--- src/rtl/uart_pkg.sv ---
// Shared types and helpers for the UART byte receiver and echo transmitter.
// Latency: not applicable (types and constants only).
// Backpressure: not applicable.
package uart_pkg;

  typedef enum logic [2:0] {IDLE, START, DATA, STOP, BREAK} rx_state_t;
  typedef enum logic [1:0] {T_IDLE, T_START, T_DATA, T_STOP} tx_state_t;

  // Integer-truncated clocks per bit for a given clock frequency and baud rate
  function automatic int clks_per_bit(input int freq, input int baud);
    return freq / baud;
  endfunction

endpackage

--- src/rtl/uart_byte_tx.sv ---
// 8N1 serial byte transmitter: start(0), 8 data bits LSB-first, stop(1).
// Latency: uart_tx goes low the cycle after tx_start is accepted in T_IDLE.
// Backpressure: tx_start is ignored while tx_busy is high; no queueing.
module uart_byte_tx
  import uart_pkg::*;
#(
  parameter int CLKS_PER_BIT = 234
) (
  input  logic       sys_clk,
  input  logic       rst_n,
  input  logic       tx_start,
  input  logic [7:0] tx_data,
  output logic       tx_busy,
  output logic       uart_tx
);

  localparam int CW = $clog2(CLKS_PER_BIT);
  localparam logic [CW-1:0] LAST = CW'(CLKS_PER_BIT - 1);

  tx_state_t     state, state_nxt;
  logic [CW-1:0] cnt, cnt_nxt;
  logic [2:0]    idx, idx_nxt;
  logic [7:0]    shift, shift_nxt;
  logic          tx_q, tx_nxt;

  // State, bit timer, shifter and the registered line driver
  always_ff @(posedge sys_clk or negedge rst_n) begin
    if (!rst_n) begin
      state <= T_IDLE;
      cnt   <= '0;
      idx   <= '0;
      shift <= '0;
      tx_q  <= 1'b1;
    end else begin
      state <= state_nxt;
      cnt   <= cnt_nxt;
      idx   <= idx_nxt;
      shift <= shift_nxt;
      tx_q  <= tx_nxt;
    end
  end

  // Next state: each bit is held for CLKS_PER_BIT cycles; line value is computed one cycle ahead
  always_comb begin
    state_nxt = state;
    cnt_nxt   = cnt + CW'(1);
    idx_nxt   = idx;
    shift_nxt = shift;
    tx_nxt    = tx_q;
    case (state)
      T_IDLE: begin
        cnt_nxt = '0;
        tx_nxt  = 1'b1;
        if (tx_start) begin
          state_nxt = T_START;
          shift_nxt = tx_data;
          tx_nxt    = 1'b0;
        end
      end
      T_START: begin
        if (cnt == LAST) begin
          cnt_nxt   = '0;
          idx_nxt   = '0;
          state_nxt = T_DATA;
          tx_nxt    = shift[0];
        end
      end
      T_DATA: begin
        if (cnt == LAST) begin
          cnt_nxt   = '0;
          idx_nxt   = idx + 3'd1;
          shift_nxt = {1'b0, shift[7:1]};
          if (idx == 3'd7) begin
            state_nxt = T_STOP;
            tx_nxt    = 1'b1;
          end else begin
            tx_nxt = shift[1];
          end
        end
      end
      T_STOP: begin
        if (cnt == LAST) begin
          cnt_nxt   = '0;
          state_nxt = T_IDLE;
        end
      end
      default: begin
        state_nxt = T_IDLE;
        tx_nxt    = 1'b1;
      end
    endcase
  end

  assign tx_busy = (state != T_IDLE);
  assign uart_tx = tx_q;

endmodule

--- src/rtl/uart_byte_rx.sv ---
// 8N1 UART receiver holding the last good byte, with valid/framing strobes and optional echo.
// Latency: rx_valid rises 2 + HALF-1 + 9*CLKS_PER_BIT + 1 cycles after the start-bit edge at the pin.
// Backpressure: none; strobes are one-cycle pulses, echo drops bytes that arrive while busy.
module uart_byte_rx
  import uart_pkg::*;
#(
  parameter int CLK_FREQ     = 27000000,
  parameter int BAUD         = 115200,
  parameter int CLKS_PER_BIT = clks_per_bit(CLK_FREQ, BAUD),
  parameter bit ECHO         = 1'b1
) (
  input  logic       sys_clk,
  input  logic       rst_n,
  input  logic       uart_rx,
  output logic       uart_tx,
  output logic [7:0] last_byte,
  output logic       rx_valid,
  output logic       frame_err
);

  localparam int CW = $clog2(CLKS_PER_BIT);
  localparam logic [CW-1:0] LAST    = CW'(CLKS_PER_BIT - 1);
  localparam logic [CW-1:0] HALF_M1 = CW'(CLKS_PER_BIT / 2 - 1);

  logic          sync_q, rx_s, rx_s_d;
  rx_state_t     rx_state, rx_nxt;
  logic [CW-1:0] cnt, cnt_nxt;
  logic [2:0]    idx, idx_nxt;
  logic [7:0]    shift, shift_nxt;
  logic [7:0]    byte_nxt;
  logic          vld_nxt, ferr_nxt;

  // Two-flop synchronizer, plus one delay stage so IDLE only starts on a real high-to-low edge
  always_ff @(posedge sys_clk or negedge rst_n) begin
    if (!rst_n) begin
      sync_q <= 1'b1;
      rx_s   <= 1'b1;
      rx_s_d <= 1'b1;
    end else begin
      sync_q <= uart_rx;
      rx_s   <= sync_q;
      rx_s_d <= rx_s;
    end
  end

  // Receiver state, bit timer, shifter and registered outputs
  always_ff @(posedge sys_clk or negedge rst_n) begin
    if (!rst_n) begin
      rx_state  <= IDLE;
      cnt       <= '0;
      idx       <= '0;
      shift     <= '0;
      last_byte <= 8'h00;
      rx_valid  <= 1'b0;
      frame_err <= 1'b0;
    end else begin
      rx_state  <= rx_nxt;
      cnt       <= cnt_nxt;
      idx       <= idx_nxt;
      shift     <= shift_nxt;
      last_byte <= byte_nxt;
      rx_valid  <= vld_nxt;
      frame_err <= ferr_nxt;
    end
  end

  // Next state: the edge-detect cycle counts as cycle 0, so START leaves the counter at 1
  always_comb begin
    rx_nxt    = rx_state;
    cnt_nxt   = cnt + CW'(1);
    idx_nxt   = idx;
    shift_nxt = shift;
    byte_nxt  = last_byte;
    vld_nxt   = 1'b0;
    ferr_nxt  = 1'b0;
    case (rx_state)
      IDLE: begin
        cnt_nxt = '0;
        if (rx_s_d && !rx_s) begin
          rx_nxt  = START;
          cnt_nxt = CW'(1);
        end
      end
      START: begin
        if (cnt == HALF_M1) begin
          cnt_nxt = '0;
          idx_nxt = '0;
          rx_nxt  = rx_s ? IDLE : DATA;
        end
      end
      DATA: begin
        if (cnt == LAST) begin
          cnt_nxt   = '0;
          idx_nxt   = idx + 3'd1;
          shift_nxt = {rx_s, shift[7:1]};
          if (idx == 3'd7) rx_nxt = STOP;
        end
      end
      STOP: begin
        if (cnt == LAST) begin
          cnt_nxt = '0;
          if (rx_s) begin
            byte_nxt = shift;
            vld_nxt  = 1'b1;
            rx_nxt   = IDLE;
          end else begin
            ferr_nxt = 1'b1;
            rx_nxt   = BREAK;
          end
        end
      end
      BREAK: begin
        cnt_nxt = '0;
        if (rx_s) rx_nxt = IDLE;
      end
      default: begin
        cnt_nxt = '0;
        rx_nxt  = IDLE;
      end
    endcase
  end

  // Optional echo of every good byte; bytes arriving mid-echo are not retransmitted
  generate
    if (ECHO) begin : g_echo
      logic echo_busy;
      uart_byte_tx #(.CLKS_PER_BIT(CLKS_PER_BIT)) u_tx (
        .sys_clk (sys_clk),
        .rst_n   (rst_n),
        .tx_start(rx_valid & ~echo_busy),
        .tx_data (last_byte),
        .tx_busy (echo_busy),
        .uart_tx (uart_tx)
      );
    end else begin : g_no_echo
      assign uart_tx = 1'b1;
    end
  endgenerate

endmodule

--- config.mk ---
export PLATFORM = sky130hd
export DESIGN_NAME = uart_byte_rx
export DESIGN_NICKNAME = d
export VERILOG_FILES = /design/src/rtl/uart_pkg.sv /design/src/rtl/uart_byte_tx.sv /design/src/rtl/uart_byte_rx.sv
export SDC_FILE = /design/constraint.sdc
export NUM_CORES = 1
export LEC_CHECK = 0
export CORE_MARGIN = 4
export CORE_UTILIZATION = 45
export DETAILED_ROUTE_END_ITERATION = 10
export PLACE_DENSITY_LB_ADDON = 0.2
export SLEW_MARGIN = 20
export SYNTH_ARGS = -nofsm -noshare
export SYNTH_HDL_FRONTEND = slang
export SYNTH_SLANG_ARGS = --single-unit
--- constraint.sdc ---
create_clock -name sys_clk -period 2.5 [get_ports sys_clk]
set_input_delay 0.5 -clock sys_clk [delete_from_list [all_inputs] [get_ports sys_clk]]
set_output_delay 0.5 -clock sys_clk [all_outputs]
set_load 0.01 [all_outputs]
==> results.tsv, run 1 <==
metric	value	unit
synthTopCellsByCount	dfrtp_1, mux2_2, nor2_1	
htree_levels	3	
postLayoutSetupSlackWorst	0.534	ns
rows	28	
grt_setup_unrepaired	false	
setup_violations	0	
placed_cells	307	
path_class	reg -> reg	
ir_worst_vdd	366	uV
area_growth	15.4	%
dieWidth	85.7	um
cts_hold_buffers	0	
core-area	5890	um^2
die_y	85.7	um
netSwitchingPower	400	uW
clk_latency	0.33	ns
io_pins	14	
vias	1654	
final_layout_size_suffix_gt1_share	27.0	%
grt.overflow.total	0	
finClkSkew	0.00940	ns
worst_ep_arrival_time	2.18	ns
cts-root-buf	clkbuf_8	
synth.most_common_cell	dfrtp_1	
synth_ff_type	dfrtp_1	
power	1.83	mW
final-seq-area	1430	um^2
drv_slew	0	
p_seq_share	51.4	%
ant_nets	0	
leakagePower	1.44	nW
synthTopCellsByArea	dfrtp_1, mux2_2, ha_1, dfstp_2, nor2_1	
cts.sinks	57	
gp_congestion	0.744	
clockPowerShare	45.7	%
synthArstFlopShare	100	%
layoutNonFillerInstCount	323	
crit_fanout	8	
nets	261	
synth_edf_count	0	
die-area	7340	um^2
grt_max_degree	27	
ys_ff_latch	57	
synth_top_cell_area_share	48.8	%
period_minus_slack	1.97	ns
p_comb_share	2.9	%
path_clk_slew	0.06	ns
hpwl	3050	um
firstDrtPassIters	4	
design_area	3130	um^2
fmax	509	MHz
setup-tns-final	0	ns
nFillCells	504	
cts_resized	0	
crit_required	2.71	ns
io_buffers	13	
cap_viol_max_count	0	
initial_core_util	46.1	%
dp_worst_setup_slack	0.568	ns
synth_largest_area_cell	dfrtp_1	
syn-num-nets	238	
drt_wl_total	4410	um
slew_headroom	62.3	%
avgSynthCellArea	12.3	um^2
synthCells	220	
end_kind	register	
wl_per_cell	13.6	um
multi_input_area	1220	um^2
grt_pass1_wl	7920	um
n_antenna_cell	0	
p_int	1.43	mW
cts_made_buffers	9	
cts_buffer_depth	2	
cts_tree	yes	
swShare	21.8	%
fin_util	53.3	%
holdWs	0.159	ns
place_area	2940	um^2
status	complete, no violations	
grt_pass1_vias	1695	
syn_area	2720	um^2
yosysWarningCount	0	
power.density	585	nW/um^2
drt_iter0_markers	69	
hold_class	in -> async	
vias_per_cell	5.12	
finalCritPeriodShare	78.7	%
tightest_slew	0.565	ns
synth_cell_types	41	
antenna_found_initial	0	
postCtsSetupRepairBufs	0	
track_usage	13.9	%
cp-start-kind	register	
seq_area_frac_synth	52.7	%
final_hold_viol_count	0	
post-route-drc-count	0	
-- registers in the layout, summed over array words and instances (netlist names), 2 cells and up --
| name | count |
|---|---|
| cnt | 8 |
| shift | 8 |
| last_byte | 8 |
| g_echo.u_tx.cnt | 8 |
| g_echo.u_tx.shift | 8 |
| g_echo.u_tx.state | 2 |
| g_echo.u_tx.idx | 3 |
| rx_state | 3 |
| idx | 3 |
-- power groups by stage --
| stage | registers [mW] | clock network [mW] | logic, mW |
|---|---|---|---|
| 2_1_floorplan | 0.955 | 0 | 0.0281 |
| 4_1_cts | 0.943 | 0.868 | 0.0564 |
| 5_1_grt | 0.944 | 0.902 | 0.0641 |
| 6_report | 0.943 | 0.838 | 0.0540 |
| 3_3_place_gp | 0.959 | 0 | 0.0554 |
| 3_5_place_dp | 0.959 | 0 | 0.0551 |
-- cell usage in the layout (no fill, tap or decap), types with 2 or more instances in the layout --
master           synthesis  layout
nand2_1                  8       8
o21ai_0                  4       4
or2_2                    2       2
clkinvlp_4               0       2
a22o_1                   4       4
nand2b_1                 3       3
buf_4                    1       5
clkinv_2                 0       2
nor3_1                   4       4
dfrtp_1                 53      53
xor2_1                   6       6
a32oi_1                  2       2
and2_1                   2       2
a31oi_1                  2       2
mux2_2                  35      35
ha_1                    15      15
a22oi_1                  3       3
nor2b_1                  3       3
clkbuf_8                 0      10
nand4_1                  2       2
clkdlybuf4s50_1          0      12
nand3_1                  7       7
nor2_1                  24      24
xnor2_1                  6       6
dfstp_2                  4       4
inv_1                    7       7
and3_1                   2       2
-- metal layers --
layer	up-vias	share of wire [%]	track usage (%)
li1	821	-	-
met1	807	52	18.9
met2	22	44	20.3
met3	4	3.4	5.48
met4	0	0.77	4.46
met5	-	0	0
-- layout make-up --
class                   count  share of cell area [%]
flip-flops and latches     57                    45.7
well taps                  75                    2.99
clock buffers              11                    4.51
repair buffers             18                    5.19
inverters                   7                   0.838
clock inverters             5                    1.76
multi-input cells         150                    39.0
-- path summary, 6_finish.rpt --
check                                  from                               end  slack [ns]  cells past startpoint
hold / removal                        rst_n  g_echo.u_tx.state[0]$_DFFE_PN0P_        0.16                      1
setup / recovery           cnt[1]$_DFF_PN0_          last_byte[2]$_DFFE_PN0P_        0.53                      6
setup reg to reg           cnt[1]$_DFF_PN0_          last_byte[2]$_DFFE_PN0P_        0.53                      6
min in group sys_clk       sync_q$_DFF_PN1_                    rx_s$_DFF_PN1_        0.36                      0
max in group asynchronous             rst_n                  rx_s_d$_DFF_PN1_        1.63                      2
hold reg to reg            sync_q$_DFF_PN1_                    rx_s$_DFF_PN1_        0.36                      0
-- logic make-up (layout without fill, tap and decap cells) --
family,count (synthesis),after routing,share of synthesized area [%]
simple gates,67,67,14.0
flops,57,57,52.7
mux,35,35,14.5
compound gates,21,21,5.76
fa+ha+maj,15,15,6.91
buf+inv,13,41,2.21
xor+xnor,12,12,3.87
-- worst max-delay path, stage by stage, from the launching register on --
cell	delay [ns]
dfrtp_1	0.41
inv_1	0.09
ha_1	0.14
and4bb_1	0.25
nand3_4	0.14
nor3_4	0.43
mux2_2	0.39
Note: power is estimated with default switching activity, not from simulation.
==> run 2, diff against run 1 <==
==> constraint.sdc (replaced) <==
create_clock -name sys_clk -period 1.6 [get_ports sys_clk]
set_input_delay 0.32 -clock sys_clk [delete_from_list [all_inputs] [get_ports sys_clk]]
set_output_delay 0.32 -clock sys_clk [all_outputs]
set_load 0.01 [all_outputs]
==> results.tsv, run 2 (synthesized netlist as in run 1, its figures left out) <==
metric	value	unit
gp_congestion	0.826	
n_antenna_cell	0	
clk_latency	0.33	ns
drt_iter0_markers	66	
ant_nets	0	
worst_ep_arrival_time	1.92	ns
violations	negative setup slack	
drv_slew	0	
initial_core_util	46.1	%
final_layout_size_suffix_gt1_share	42.6	%
wl_per_cell	14.0	um
grt_setup_unrepaired	true	
holdWs	0.360	ns
grt_max_degree	27	
p_int	2.12	mW
p_seq_share	52.8	%
end_kind	register	
hold_class	reg -> reg	
path_clk_slew	0.07	ns
setup-tns-final	-1.68	ns
period_minus_slack	1.71	ns
cp_slowest_stage_delay	0.38	ns
vias	1810	
post-route-drc-count	0	
clockPowerShare	42.5	%
ir_worst_vdd	583	uV
io_buffers	13	
crit_fanout	9	
design_area	3640	um^2
cp.depth	7	
power	2.78	mW
die_y	85.7	um
dieWidth	85.7	um
swShare	23.9	%
postLayoutSetupSlackWorst	-0.111	ns
cp_top_family	simple AND/OR/NAND/NOR gates	
vias_per_cell	5.07	
cap_viol_max_count	0	
place_area	3210	um^2
leakagePower	1.82	nW
reg2reg_depth	7	
grt_pass1_wl	8670	um
cts_made_buffers	9	
finClkSkew	0.00969	ns
cts-root-buf	clkbuf_8	
cp_num_buf_inv	2	
slew_headroom	53.8	%
final_common_cell	dfrtp_1	
fmax	584	MHz
crit_start	cnt[1]$_DFF_PN0_	
track_usage	14.9	%
power.density	763	nW/um^2
area_growth	34.2	%
htree_levels	3	
cts.sinks	57	
drt_wl_total	5000	um
cp-start-kind	register	
core-area	5890	um^2
final_cell_mix	dfrtp_1, buf_4, nor2_1	
p_comb_share	4.7	%
antenna_found_initial	0	
endpoint	shift[7]$_DFFE_PN0P_	
worstPathCellList	inv_2 > ha_4 > and4bb_2 > nand3_4 > nor3_4 > buf_12 > mux2_2	
grt_pass1_vias	1863	
firstDrtPassIters	4	
dp_worst_setup_slack	-0.121	ns
crit_required	1.81	ns
status	complete, but fails checks	
critPathSlowestCell	dfrtp_1	
grt.overflow.total	0	
reg2reg_slack	-0.11	ns
rows	28	
cts_buffer_depth	2	
cts_tree	yes	
path_class	reg -> reg	
rr_endpoint	shift[7]$_DFFE_PN0P_	
nets	295	
hpwl	3390	um
reg2reg_from	cnt[1]$_DFF_PN0_	
die-area	7340	um^2
final_hold_viol_count	0	
setup_violations	28	
netSwitchingPower	664	uW
tightest_slew	0.683	ns
finalCritPeriodShare	107	%
io_pins	14	
[run 2: cell count changes in the layout (fill, tap and decap cells not counted), moves of 3 or more]
cell and change:
dlygate4sd2_1 +3, clkdlybuf4s50_1 -10, mux2_2 -16, ha_1 -4
dlymetal6s2s_1 +7, ha_4 +3, inv_1 -3, buf_4 +25
mux2_4 +16, buf_12 +4, buf_6 +4
[run 2: metrics by stage]
step | std cells | utilization, %
floorplan | 220 | -
global placement | 334 | 54.5
detailed placement | 334 | 54.5
CTS | 354 | 59.7
global route | 357 | 61.9
finish | 357 | 61.9
[run 2: timing repair]
action | in CTS | in global routing
gates resized for setup | 25 | 27
hold buffers | 1 | 0
setup buffers | 4 | 5
endpoints found under the setup margin | 37 | 55
endpoints found under the hold margin | 15 | 0
pin swaps | 2 | 8
[run 2: how the worst min path moves through the flow]
stage                                 from                           end  cells past startpoint
after detailed placement             rst_n  g_echo.u_tx.cnt[7]$_DFF_PN0_                      1
after CTS                 sync_q$_DFF_PN1_                rx_s$_DFF_PN1_                      0
after floorplan                      rst_n              cnt[0]$_DFF_PN0_                      0
after global placement               rst_n  g_echo.u_tx.cnt[5]$_DFF_PN0_                      1
final                     sync_q$_DFF_PN1_                rx_s$_DFF_PN1_                      0
after global routing      sync_q$_DFF_PN1_                rx_s$_DFF_PN1_                      0
[run 2: final cells by class]
class,count,area [um^2]
Clock buffer,10,138
Clock inverter,6,42.5
Fill cell,463,2240
Inverter,7,28.8
Multi-Input combinational cell,150,1410
Sequential cell,57,1430
Tap cell,75,93.8
Timing Repair Buffer,52,499
[run 2: metal layers]
| metal | up-vias | share of wire [%] | track usage, % |
|---|---|---|---|
| met5 | - | 0 | 0 |
| met4 | 0 | 1.1 | 6.04 |
| met3 | 7 | 2.5 | 3.75 |
| met2 | 20 | 48 | 23.0 |
| met1 | 890 | 49 | 20.0 |
| li1 | 893 | - | - |
[run 2: power groups by stage]
stage	sequential [mW]	clock (mW)	combinational [mW]
final	1.47	1.18	0.132
after global routing	1.47	1.29	0.148
after global placement	1.49	0	0.118
after detailed placement	1.49	0	0.119
after floorplan	1.49	0	0.0449
after CTS	1.47	1.22	0.127
